**config.mk**
```make
export PLATFORM = sky130hd
export DESIGN_NAME = clock_monitor
export DESIGN_NICKNAME = d
export VERILOG_FILES = /design/src/rtl/clock_monitor.sv
export SDC_FILE = /design/constraint.sdc
export NUM_CORES = 1
export LEC_CHECK = 0
export ABC_AREA = 1
export ABC_CLOCK_PERIOD_IN_PS = 5300
export BUFFER_PORTS_ARGS = -buffer_cell sky130_fd_sc_hd__buf_2
export CAP_MARGIN = 20
export CORE_MARGIN = 2
export CORE_UTILIZATION = 41
export CTS_BUF_LIST = sky130_fd_sc_hd__clkbuf_8 sky130_fd_sc_hd__clkbuf_16
export DETAILED_ROUTE_END_ITERATION = 7
export SLEW_MARGIN = 20
export SYNTH_ARGS = -nofsm -noshare
export SYNTH_HDL_FRONTEND = slang
export SYNTH_SLANG_ARGS = --single-unit
```
**constraint.sdc**
```tcl
create_clock -name CLOCK -period 5.3 [get_ports CLOCK]
set_input_delay 0.795 -clock CLOCK [delete_from_list [all_inputs] [get_ports CLOCK]]
set_output_delay 0.795 -clock CLOCK [all_outputs]
set_load 0.05 [all_outputs]
```
**src/rtl/clock_monitor.sv**
```systemverilog
// Measures high/low phase lengths and period of CLK_IN in CLOCK cycles, and flags a stopped clock.
// Optional duty-cycle check enabled by defining CLOCK_MONITOR_DUTY_CHECK_EN (adds the DUTY_ERR port).
module clock_monitor #(
    parameter int WIDTH   = 16,
    parameter int TIMEOUT = 64
) (
    input  logic             CLOCK,
    input  logic             nRESET,
    input  logic             ENABLE,
    input  logic             CLK_IN,
    output logic [WIDTH-1:0] HIGH_COUNT,
    output logic [WIDTH-1:0] LOW_COUNT,
    output logic [WIDTH:0]   PERIOD,
    output logic             VALID,
`ifdef CLOCK_MONITOR_DUTY_CHECK_EN
    output logic             STOPPED,
    output logic             DUTY_ERR
`else
    output logic             STOPPED
`endif
);

    // Timeout counter is sized from TIMEOUT, so TIMEOUT may exceed the phase counter range.
    localparam int              TW      = $clog2(TIMEOUT + 1);
    localparam logic [TW-1:0]   TO_LAST = TW'(TIMEOUT - 1);
    localparam logic [WIDTH-1:0] CNT_MAX = '1;

    typedef enum logic [1:0] {
        IDLE,
        WAIT_RISE,
        MEAS_HIGH,
        MEAS_LOW
    } state_t;

    state_t           state_q, state_d;
    logic             sync1_q, sync2_q, sync3_q;
    logic [WIDTH-1:0] cnt_q, cnt_d;
    logic [WIDTH-1:0] high_q, high_d;
    logic [TW-1:0]    to_q, to_d;
    logic [WIDTH-1:0] high_cnt_q, high_cnt_d;
    logic [WIDTH-1:0] low_cnt_q, low_cnt_d;
    logic [WIDTH:0]   period_q, period_d;
    logic             valid_q, valid_d;
    logic             stopped_q, stopped_d;
    logic             rise, fall, any_edge;
    logic             timeout;
    logic [WIDTH:0]   sum_w;

    function automatic logic [WIDTH-1:0] sat_inc(input logic [WIDTH-1:0] v);
        return (v == CNT_MAX) ? v : v + WIDTH'(1);
    endfunction

`ifdef CLOCK_MONITOR_DUTY_CHECK_EN
    logic duty_q, duty_d;

    function automatic logic duty_bad(input logic [WIDTH-1:0] h,
                                      input logic [WIDTH-1:0] l,
                                      input logic [WIDTH:0]   p);
        logic [WIDTH-1:0] diff;
        diff = (h >= l) ? (h - l) : (l - h);
        return ({1'b0, diff} > (p >> 3));
    endfunction
`endif

    assign rise     = sync2_q & ~sync3_q;
    assign fall     = ~sync2_q & sync3_q;
    assign any_edge = rise | fall;
    assign sum_w    = {1'b0, high_q} + {1'b0, cnt_q};

    // Two synchronizer flops followed by the edge-detect history flop.
    always_ff @(posedge CLOCK or negedge nRESET) begin
        if (!nRESET) begin
            sync1_q <= 1'b0;
            sync2_q <= 1'b0;
            sync3_q <= 1'b0;
        end else begin
            sync1_q <= CLK_IN;
            sync2_q <= sync1_q;
            sync3_q <= sync2_q;
        end
    end

    always_ff @(posedge CLOCK or negedge nRESET) begin
        if (!nRESET) begin
            state_q    <= IDLE;
            cnt_q      <= '0;
            high_q     <= '0;
            to_q       <= '0;
            high_cnt_q <= '0;
            low_cnt_q  <= '0;
            period_q   <= '0;
            valid_q    <= 1'b0;
            stopped_q  <= 1'b0;
        end else begin
            state_q    <= state_d;
            cnt_q      <= cnt_d;
            high_q     <= high_d;
            to_q       <= to_d;
            high_cnt_q <= high_cnt_d;
            low_cnt_q  <= low_cnt_d;
            period_q   <= period_d;
            valid_q    <= valid_d;
            stopped_q  <= stopped_d;
        end
    end

    always_comb begin
        state_d    = state_q;
        cnt_d      = cnt_q;
        high_d     = high_q;
        to_d       = to_q;
        high_cnt_d = high_cnt_q;
        low_cnt_d  = low_cnt_q;
        period_d   = period_q;
        valid_d    = 1'b0;
        stopped_d  = stopped_q;
        timeout    = 1'b0;
`ifdef CLOCK_MONITOR_DUTY_CHECK_EN
        duty_d     = duty_q;
`endif
        if (!ENABLE) begin
            state_d = IDLE;
            cnt_d   = '0;
            to_d    = '0;
        end else if (state_q == IDLE) begin
            state_d = WAIT_RISE;
            cnt_d   = '0;
            to_d    = '0;
        end else begin
            // An edge in the same cycle as the timeout takes priority.
            if (any_edge) begin
                to_d = '0;
            end else if (to_q == TO_LAST) begin
                to_d    = '0;
                timeout = 1'b1;
            end else begin
                to_d = to_q + TW'(1);
            end
            if (rise) begin
                stopped_d = 1'b0;
            end

            case (state_q)
                WAIT_RISE: begin
                    if (rise) begin
                        cnt_d   = WIDTH'(1);
                        state_d = MEAS_HIGH;
                    end
                end
                MEAS_HIGH: begin
                    if (fall) begin
                        high_d  = cnt_q;
                        cnt_d   = WIDTH'(1);
                        state_d = MEAS_LOW;
                    end else begin
                        cnt_d = sat_inc(cnt_q);
                    end
                end
                MEAS_LOW: begin
                    if (rise) begin
                        high_cnt_d = high_q;
                        low_cnt_d  = cnt_q;
                        period_d   = sum_w;
                        valid_d    = 1'b1;
`ifdef CLOCK_MONITOR_DUTY_CHECK_EN
                        duty_d     = duty_bad(high_q, cnt_q, sum_w);
`endif
                        cnt_d      = WIDTH'(1);
                        state_d    = MEAS_HIGH;
                    end else begin
                        cnt_d = sat_inc(cnt_q);
                    end
                end
                default: ;
            endcase

            if (timeout) begin
                stopped_d = 1'b1;
                state_d   = WAIT_RISE;
            end
        end
    end

`ifdef CLOCK_MONITOR_DUTY_CHECK_EN
    always_ff @(posedge CLOCK or negedge nRESET) begin
        if (!nRESET) begin
            duty_q <= 1'b0;
        end else begin
            duty_q <= duty_d;
        end
    end

    assign DUTY_ERR = duty_q;
`endif

    assign HIGH_COUNT = high_cnt_q;
    assign LOW_COUNT  = low_cnt_q;
    assign PERIOD     = period_q;
    assign VALID      = valid_q;
    assign STOPPED    = stopped_q;

endmodule

```
# --- Word level (Yosys, flattened, before mapping) ---
# Cells that the tools add are included.
totals:
  reg_bits: 95
  latch_bits: 0
  ram_bits: 0
  rom_bits: 0
  inputBits: 4
  out_inout_bits: 51
  elab_cells: 66
  mem_count: 0
op_classes:
  n_addsub: 3
  multipliers: 0
  div_mod_pow: 0
  n_lt_le_gt_ge: 0
  eq_ne: 10
  n_shift: 0
  n_mux: 27
  bitwise_logic: 6
  n_reduce_logical: 8
ops:
  columns: ["operator", "count"]
  rows:
  - ["16-bit 2-to-1 mux", 6]
  - ["16-bit case mux with 3 select lines", 1]
  - ["7-bit 2-to-1 mux", 4]
  - ["16-bit by 16-bit adder with 17-bit output", 1]
  - ["16-bit by 1-bit adder with 16-bit output (second input constant)", 1]
  - ["16-bit equality test (second input constant)", 1]
  - ["1-bit 2-to-1 mux", 10]
  - ["2-bit 2-to-1 mux", 5]
  - ["5-bit by 2-bit != test with 1-bit output (second input constant)", 2]
  - ["4-bit AND reduction", 2]
  - ["7-bit by 1-bit adder with 7-bit output (second input constant)", 1]
  - ["7-bit by 6-bit equality test with 1-bit output (second input constant)", 1]
  - ["3-bit AND reduction", 2]
  - ["5-bit by 1-bit != test with 1-bit output (second input constant)", 1]
  - ["5-bit != test (second input constant)", 1]
  - ["2-bit equality test (second input constant)", 2]
  - ["4-bit != test (second input constant)", 1]
  - ["2-bit case mux with 2 select lines", 1]
  - ["1-bit inverter", 3]
  - ["1-bit AND", 2]
  - ["2-bit by 1-bit equality test with 1-bit output (second input constant)", 1]
  - ["2-bit zero test", 1]
  - ["2-bit AND reduction", 1]
  - ["2-bit nonzero test", 1]
  - ["2 further kinds", 2]

# --- Logic depth before layout (Yosys ltp) ---
# Gate-level depths: netlist of the first run.
depth:
  depth_word: 9
  ltp_mapped: 11
  mapped_depth_nobuf: 11

# --- Worst setup path after synthesis of the first run ---
# No wires, ideal clock.
synth_path:
  path_type: "register -> register"
  from: "register cnt_q[0]"
  to: "register period_q[8], in the netlist PERIOD[8]"
  setup_time_ns: 0.127
  arrival_time_ns: 1.721
  t_required_ns: 5.173
  path_slack_ns: 3.451
  stages_incl_launch_ff: 9
  path_buffers: 0
  synth_period_minus_slack_ns: 1.849
  path_cell_list: "dfrtp_1 > ha_1 > fa_1 > nand2_1 > nand3_1 > and2_1 > a21oi_1 > xor2_1 > o21ai_0"
synth_between:
  elab_chain_len: 1
synth_rtl:
  columns: ["item", "line_no", "rtl"]
  rows:
  - ["start, declared", "37", "logic [WIDTH-1:0] cnt_q, cnt_d;"]
  - ["start signal, assigned", "96", "cnt_q <= cnt_d;"]
  - ["16-bit by 16-bit adder with 17-bit output", "68", "assign sum_w = {1'b0, high_q} + {1'b0, cnt_q};"]
  - ["end signal, assigned", "101", "period_q <= period_d;"]
  - ["end, declared", "42", "logic [WIDTH:0] period_q, period_d;"]
# Every way passes these cells.
# A chain may end at the register's enable or synchronous reset.

# --- Worst setup path after layout of the first run ---
layout_path:
  from: "register sync2_q"
  to: "register period_q[14], in the netlist PERIOD[14]"
layout_between:
  elab_chain_len: 2
layout_rtl:
  columns: ["item", "line_no", "rtl"]
  rows:
  - ["start, declared", "36", "logic sync1_q, sync2_q, sync3_q;"]
  - ["start signal, assigned", "78", "sync2_q <= sync1_q;"]
  - ["1-bit AND", "65", "assign rise = sync2_q & ~sync3_q;"]
  - ["4-bit AND reduction (no line)", null, null]
# Every way passes these cells.

==> flow_metrics.env, run 1 <==
export IMPL_ys_warn_count=0
export IMPL_grt_total_usage_pct=18.9
export IMPL_globalplace_congestion=0.884
export IMPL_combinationalPowerShare_pct=8.1
export IMPL_cp_start_kind="flop"
export IMPL_maxCapViolations=0
export IMPL_worst_ep_arrival_time_ns=2.68
export IMPL_finalNonFillerCells=826
export IMPL_peakVddDrop_mv=0.238
export IMPL_clock_root_buffer="clkbuf_16"
export IMPL_hold_class="reg -> reg"
export IMPL_synth_area_leaders="dfrtp_1 (48%), nand2_1 (17%), o21ai_0 (5.3%)"
export IMPL_path_class="reg -> reg"
export IMPL_slew_violations=0
export IMPL_htreeDepth=3
export IMPL_clock_sinks=95
export IMPL_crit_fanout=36
export IMPL_ant_nets=0
export IMPL_rows=40
export IMPL_cts_tree="done"
export IMPL_pwr_share_clk_pct=45.7
export IMPL_seqPwrFrac_pct=46.1
export IMPL_drt_pass1_iter_count=4
export IMPL_clk_pin_slew_worst_paths_ns=0.06
export IMPL_vias_per_cell=4.98
export IMPL_async_reset_ff_share_pct=100
export IMPL_cp_required_ns=5.54
export IMPL_grt_pass1_wl_mm=19.3
export IMPL_synth_edf_count=0
export IMPL_drive_gt1_share_pct=15.0
export IMPL_io_buffers=54
export IMPL_p_per_area_mw_per_mm2=290
export IMPL_ys_types=38
export IMPL_cts_buffers=9
export IMPL_relSlewSlack_pct=48.4
export IMPL_grt_max_degree=60
export IMPL_antenna_found_initial=0
export IMPL_dp_cells=810
export IMPL_syn_area_mm2=0.00495
export IMPL_finalSetupViolations=0
export IMPL_syn_area_per_cell_um2=7.96
export IMPL_fin_worst_skew_ns=0.0105
export IMPL_ys_seq_area_share_pct=48.0
export IMPL_antenna_cells=0
export IMPL_ctsHoldBuffers=0
export IMPL_endpoint_kind="flop"
export IMPL_fp_dieArea_mm2=0.0130
export IMPL_synth_cells=622
export IMPL_die_y_um=114
export IMPL_ys_ff_latch=95
export IMPL_outcome="completed"
export IMPL_clockBufferDepth=2
export IMPL_via_count=4117
export IMPL_fillCellCount=1209
export IMPL_die_w_um=114
export IMPL_p_int_mw=1.24
export IMPL_tightestPinTransition_ns=0.773
export IMPL_cts_resized=0
export IMPL_p_switching_mw=0.416
export IMPL_area_growth_pct=15.2
export IMPL_postCtsSetupRepairBufs=0
export IMPL_synth_ff_type="dfrtp_1"
export IMPL_insertion_delay_ns=0.36
export IMPL_synth_top_area_share_pct=48.0
export IMPL_max_freq_ghz=0.411
export IMPL_drt_iter0_drc=278
export IMPL_fin_crit_ns=2.43
export IMPL_drc_errors=0
export IMPL_nNetsFinal=699
export IMPL_p_total_mw=1.65
export IMPL_switching_share_pct=25.1
export IMPL_synth_area_leader_cell="dfrtp_1"
export IMPL_fin_crit_sh_pct=45.9
export IMPL_globalRouteOverflowTotal=0
export IMPL_hpwl_mm=8.32
export IMPL_pin_count=55
export IMPL_finalSetupTns_ns=0
export IMPL_grt_pass1_vias=3911
export IMPL_syn_num_nets=647
export IMPL_p_leak_nw=3.06
export IMPL_hold_violations=0
export IMPL_wl_per_cell_um=13.8
export IMPL_start_util_pct=41.6
export IMPL_drt_wl_total_mm=11.4
export IMPL_rsz0062_at_grt="false"
export IMPL_core_mm2=0.0119
## stage by stage
step	hold WS (ns)	area [µm²]	worst slack [ns]	util [%]
floorplan	0.331	4950	3.45	-
global placement	0.337	5350	2.82	44.9
detailed placement	0.341	5350	2.75	44.9
CTS	0.356	5700	2.85	47.8
global route	0.359	5700	2.64	47.9
finish	0.353	5700	2.87	47.9
## synth_stat cells (5+ instances only)
cell,number
dfrtp_1,95
o21ai_1,8
clkbuf_1,8
nand3_1,44
nand2_2,5
ha_1,20
o21ai_0,52
a21oi_1,20
inv_2,9
xor2_1,6
nor2_1,35
xnor2_1,5
buf_2,5
nand2_1,220
inv_1,50
## path summary, 6_finish.rpt
check	startpoint	to	slack, ns	cells after the start
min in group asynchronous	nRESET	PERIOD[0]	0.52	1
max in group asynchronous	nRESET	high_q[14]	3.80	2
setup / recovery	sync2_q	PERIOD[14]	2.87	8
setup reg to reg	sync2_q	PERIOD[14]	2.87	8
hold reg to reg	sync1_q	sync2_q	0.35	0
hold / removal	sync1_q	sync2_q	0.35	0
## power by group through the flow
stage               Sequential, mW  Clock, mW  Combinational (mW)
finish                       0.763      0.756               0.134
global route                 0.766      0.806               0.149
CTS                          0.763      0.776               0.137
detailed placement           0.777          0               0.136
global placement             0.777          0               0.133
floorplan                    0.809          0              0.0555
## layout make-up
class	instances	area (µm²)	share of cell area, %
clock buffer	9	225	3.95
clock inverter	7	119	2.08
inverter	59	221	3.88
multi-input combinational	453	2290	40.1
sequential	95	2380	41.7
tap	147	184	3.23
timing repair buffer	56	288	5.05
## cells by family after synthesis
family / after synthesis / synth area share, %
buf+inv: 74 / 5.89
compound gates: 90 / 9.55
xor+xnor: 11 / 1.95
flops: 95 / 48.0
simple gates: 331 / 29.1
fa+ha+maj: 21 / 5.46
## state kept, by name, indices dropped and copies added, names as in the netlist
signal and count:
VALID 1, STOPPED 1, high_q 16, sync3_q 1
sync2_q 1, sync1_q 1, PERIOD 17, state_q 2
to_q 7, HIGH_COUNT 16, LOW_COUNT 16, cnt_q 16
## routing by layer
layer  part of all wire, %  vias to the layer above  GRT usage (%)
met5                     0                        -              0
met4                   1.1                        0           5.77
met3                   3.6                        8           4.36
met2                    46                       71           29.4
met1                    49                     1930           26.5
li1                      -                     2108              -
## placed cells by master (no fill, tap or decap), types with 2 or more instances in the layout
cell type / netlist / routed
nand3b_1: 4 / 4
dfrtp_1: 95 / 95
nor2_1: 35 / 35
o21ai_1: 8 / 8
nand2_1: 220 / 220
nand3_1: 44 / 43
bufinv_16: 0 / 3
ha_1: 20 / 20
a21oi_2: 2 / 2
clkbuf_16: 0 / 9
nand3_2: 1 / 2
nand4_1: 4 / 4
xor2_1: 6 / 6
o21ai_0: 52 / 52
nor3b_1: 2 / 2
nand2_2: 5 / 5
nor2_2: 3 / 3
inv_1: 50 / 50
a21o_1: 2 / 2
a21oi_1: 20 / 20
buf_4: 2 / 3
buf_2: 5 / 53
o22ai_1: 3 / 3
inv_2: 9 / 9
clkinvlp_4: 0 / 2
nor2_4: 4 / 4
xnor2_1: 5 / 5
## worst max-delay path, cell delays in order (launching register included)
cell and delay, ns:
dfrtp_1 0.40, ha_1 0.23, inv_1 0.16, nor2_1 0.08, nand2_2 0.47, buf_4 0.42, inv_2 0.28, nand3_1 0.17
nand2_1 0.06
Note: power is estimated with default switching activity, not from simulation.
==> run 2, diff against run 1 <==
--- a/config.mk
+++ b/config.mk
@@ -6,7 +6,7 @@
 export NUM_CORES = 1
 export LEC_CHECK = 0
 export ABC_AREA = 1
-export ABC_CLOCK_PERIOD_IN_PS = 5300
+export ABC_CLOCK_PERIOD_IN_PS = 2400
 export BUFFER_PORTS_ARGS = -buffer_cell sky130_fd_sc_hd__buf_2
 export CAP_MARGIN = 20
 export CORE_MARGIN = 2
==> constraint.sdc (replaced) <==
create_clock -name CLOCK -period 2.4 [get_ports CLOCK]
set_input_delay 0.36 -clock CLOCK [delete_from_list [all_inputs] [get_ports CLOCK]]
set_output_delay 0.36 -clock CLOCK [all_outputs]
set_load 0.05 [all_outputs]
==> run 2 against run 1 <==
- first-iteration DRC count down 3.6%
- clock skew down 0.0024 ns
- critical path depth up 1
- global-route usage up 0.47 points
- via count up 1.6%
- die area unchanged
- total power up 110%
- setup slack worse by 2.5 ns
- sequential cell count unchanged
- highest routed layer unchanged
==> flow_metrics.env, run 2 (synthesized netlist as in run 1, its figures left out) <==
export IMPL_outcome="completed"
export IMPL_finalSetupViolations=0
export IMPL_setup_ws_ns=0.354
export IMPL_dp_cells=812
export IMPL_drt_iter0_drc=268
export IMPL_rsz0062_at_grt="false"
export IMPL_fillCellCount=1200
export IMPL_hold_class="in -> reg"
export IMPL_endpoint_kind="flop"
export IMPL_clk_pin_slew_worst_paths_ns=0.07
export IMPL_rr_worst_depth=9
export IMPL_regToRegSetupSlack_ns=0.35
export IMPL_grt_pass1_vias=4089
export IMPL_cts_buffers=9
export IMPL_grt_pass1_wl_mm=19.9
export IMPL_globalplace_congestion=0.862
export IMPL_min_from="CLK_IN"
export IMPL_drc_errors=0
export IMPL_start_util_pct=41.6
export IMPL_critical_path_top_delay_family="adder cells"
export IMPL_ant_nets=0
export IMPL_finalSetupTns_ns=0
export IMPL_max_freq_ghz=0.489
export IMPL_maxCapViolations=0
export IMPL_p_per_area_mw_per_mm2=608
export IMPL_worst_ep_arrival_time_ns=2.29
export IMPL_die_w_um=114
export IMPL_drt_wl_total_mm=11.5
export IMPL_area_growth_pct=15.4
export IMPL_final_util_pct=48.0
export IMPL_rows=40
export IMPL_layout_common_cells="nand2_1 (220), dfrtp_1 (95), buf_2 (53)"
export IMPL_crit_fanout=6
export IMPL_crit_path_top_delay_cell="dfrtp_1"
export IMPL_cp_depth=9
export IMPL_critical_path_cell_chain="ha_1, fa_1, nand2_1, nand3_1, and2_1, a21oi_1, o21ai_0, nand2_1, nand2_1"
export IMPL_cp_buffers_inverters=0
export IMPL_cpPeakStageDelay_ns=0.45
export IMPL_core_mm2=0.0119
export IMPL_die_y_um=114
export IMPL_fp_dieArea_mm2=0.0130
export IMPL_cp_required_ns=2.64
export IMPL_peakVddDrop_mv=0.327
export IMPL_hold_violations=0
export IMPL_reg2reg_to="PERIOD[16]"
export IMPL_fin_worst_skew_ns=0.00805
export IMPL_antenna_cells=0
export IMPL_insertion_delay_ns=0.35
export IMPL_pin_count=55
export IMPL_clock_root_buffer="clkbuf_16"
export IMPL_globalRouteOverflowTotal=0
export IMPL_cp_start_kind="flop"
export IMPL_place_ws_ns=0.380
export IMPL_via_count=4181
export IMPL_hpwl_mm=8.40
export IMPL_drive_gt1_share_pct=15.1
export IMPL_fin_crit_sh_pct=85.3
export IMPL_p_leak_nw=3.07
export IMPL_hold_worst_slack_ns=0.110
export IMPL_io_buffers=54
export IMPL_relSlewSlack_pct=63.8
export IMPL_grt_max_degree=70
export IMPL_clock_sinks=95
export IMPL_r2r_start="cnt_q[0]"
export IMPL_crit_path_frequent_cell="nand2_1"
export IMPL_antenna_found_initial=0
export IMPL_hold_end="sync1_q"
export IMPL_wl_per_cell_um=13.8
export IMPL_largest_register_ffs=17
export IMPL_slew_violations=0
export IMPL_finalNonFillerCells=829
export IMPL_final_common_cell="nand2_1"
export IMPL_hold_depth=1
export IMPL_drt_pass1_iter_count=5
export IMPL_clockBufferDepth=2
export IMPL_tightestPinTransition_ns=0.541
export IMPL_vias_per_cell=5.04
export IMPL_htreeDepth=3
export IMPL_cts_resized=0
export IMPL_fin_crit_ns=2.05
export IMPL_path_class="reg -> reg"
export IMPL_grt_total_usage_pct=19.4
export IMPL_cts_tree="done"
export IMPL_nNetsFinal=702
==> run 2: layout make-up <==
cell class	instances	area, µm²	share of cell area (%)
well taps	147	184	3.22
repair buffers	59	338	5.91
clock buffers	11	253	4.42
flip-flops and latches	95	2380	41.6
multi-input cells	453	2280	40.0
inverters	59	221	3.88
clock inverters	5	56.3	0.986
==> run 2: power by group <==
group	leakage, nW	internal (mW)	switching [mW]
sequential	1.31	1.64	0.0391
clock	0.152	0.863	0.628
combinational	1.61	0.0754	0.224
total	3.07	2.58	0.891
==> run 2: metal layers <==
layer  vias to the layer above  wire length, µm  track usage (%)
met1                      1965             5500             26.7
met2                        82             5220             30.5
li1                       2115                -                -
met5                         -                0                0
met3                        19              477             3.72
met4                         0              260             7.64
==> run 2: worst max path at each step <==
stage | from | slack, ns | to
detailed placement | cnt_q[0] | 0.38 | PERIOD[8]
CTS | cnt_q[0] | 0.37 | PERIOD[8]
global route | cnt_q[0] | 0.17 | PERIOD[10]
global placement | cnt_q[0] | 0.44 | PERIOD[10]
finish | cnt_q[0] | 0.35 | PERIOD[16]
floorplan | cnt_q[0] | 0.55 | PERIOD[8]
==> run 2: metrics by stage <==
step / total power, mW / cell area [µm²]
2_1_floorplan: 1.91 / 4950
3_3_place_gp: 2.01 / 5390
3_5_place_dp: 2.02 / 5390
4_1_cts: 3.52 / 5710
5_1_grt: 3.62 / 5710
6_report: 3.47 / 5710
==> run 2: what timing repair did <==
| item | 4_1_cts | 5_1_grt |
|---|---|---|
| setup buffers | 0 | 0 |
| hold endpoints to repair | 19 | 0 |
| hold buffers | 1 | 0 |
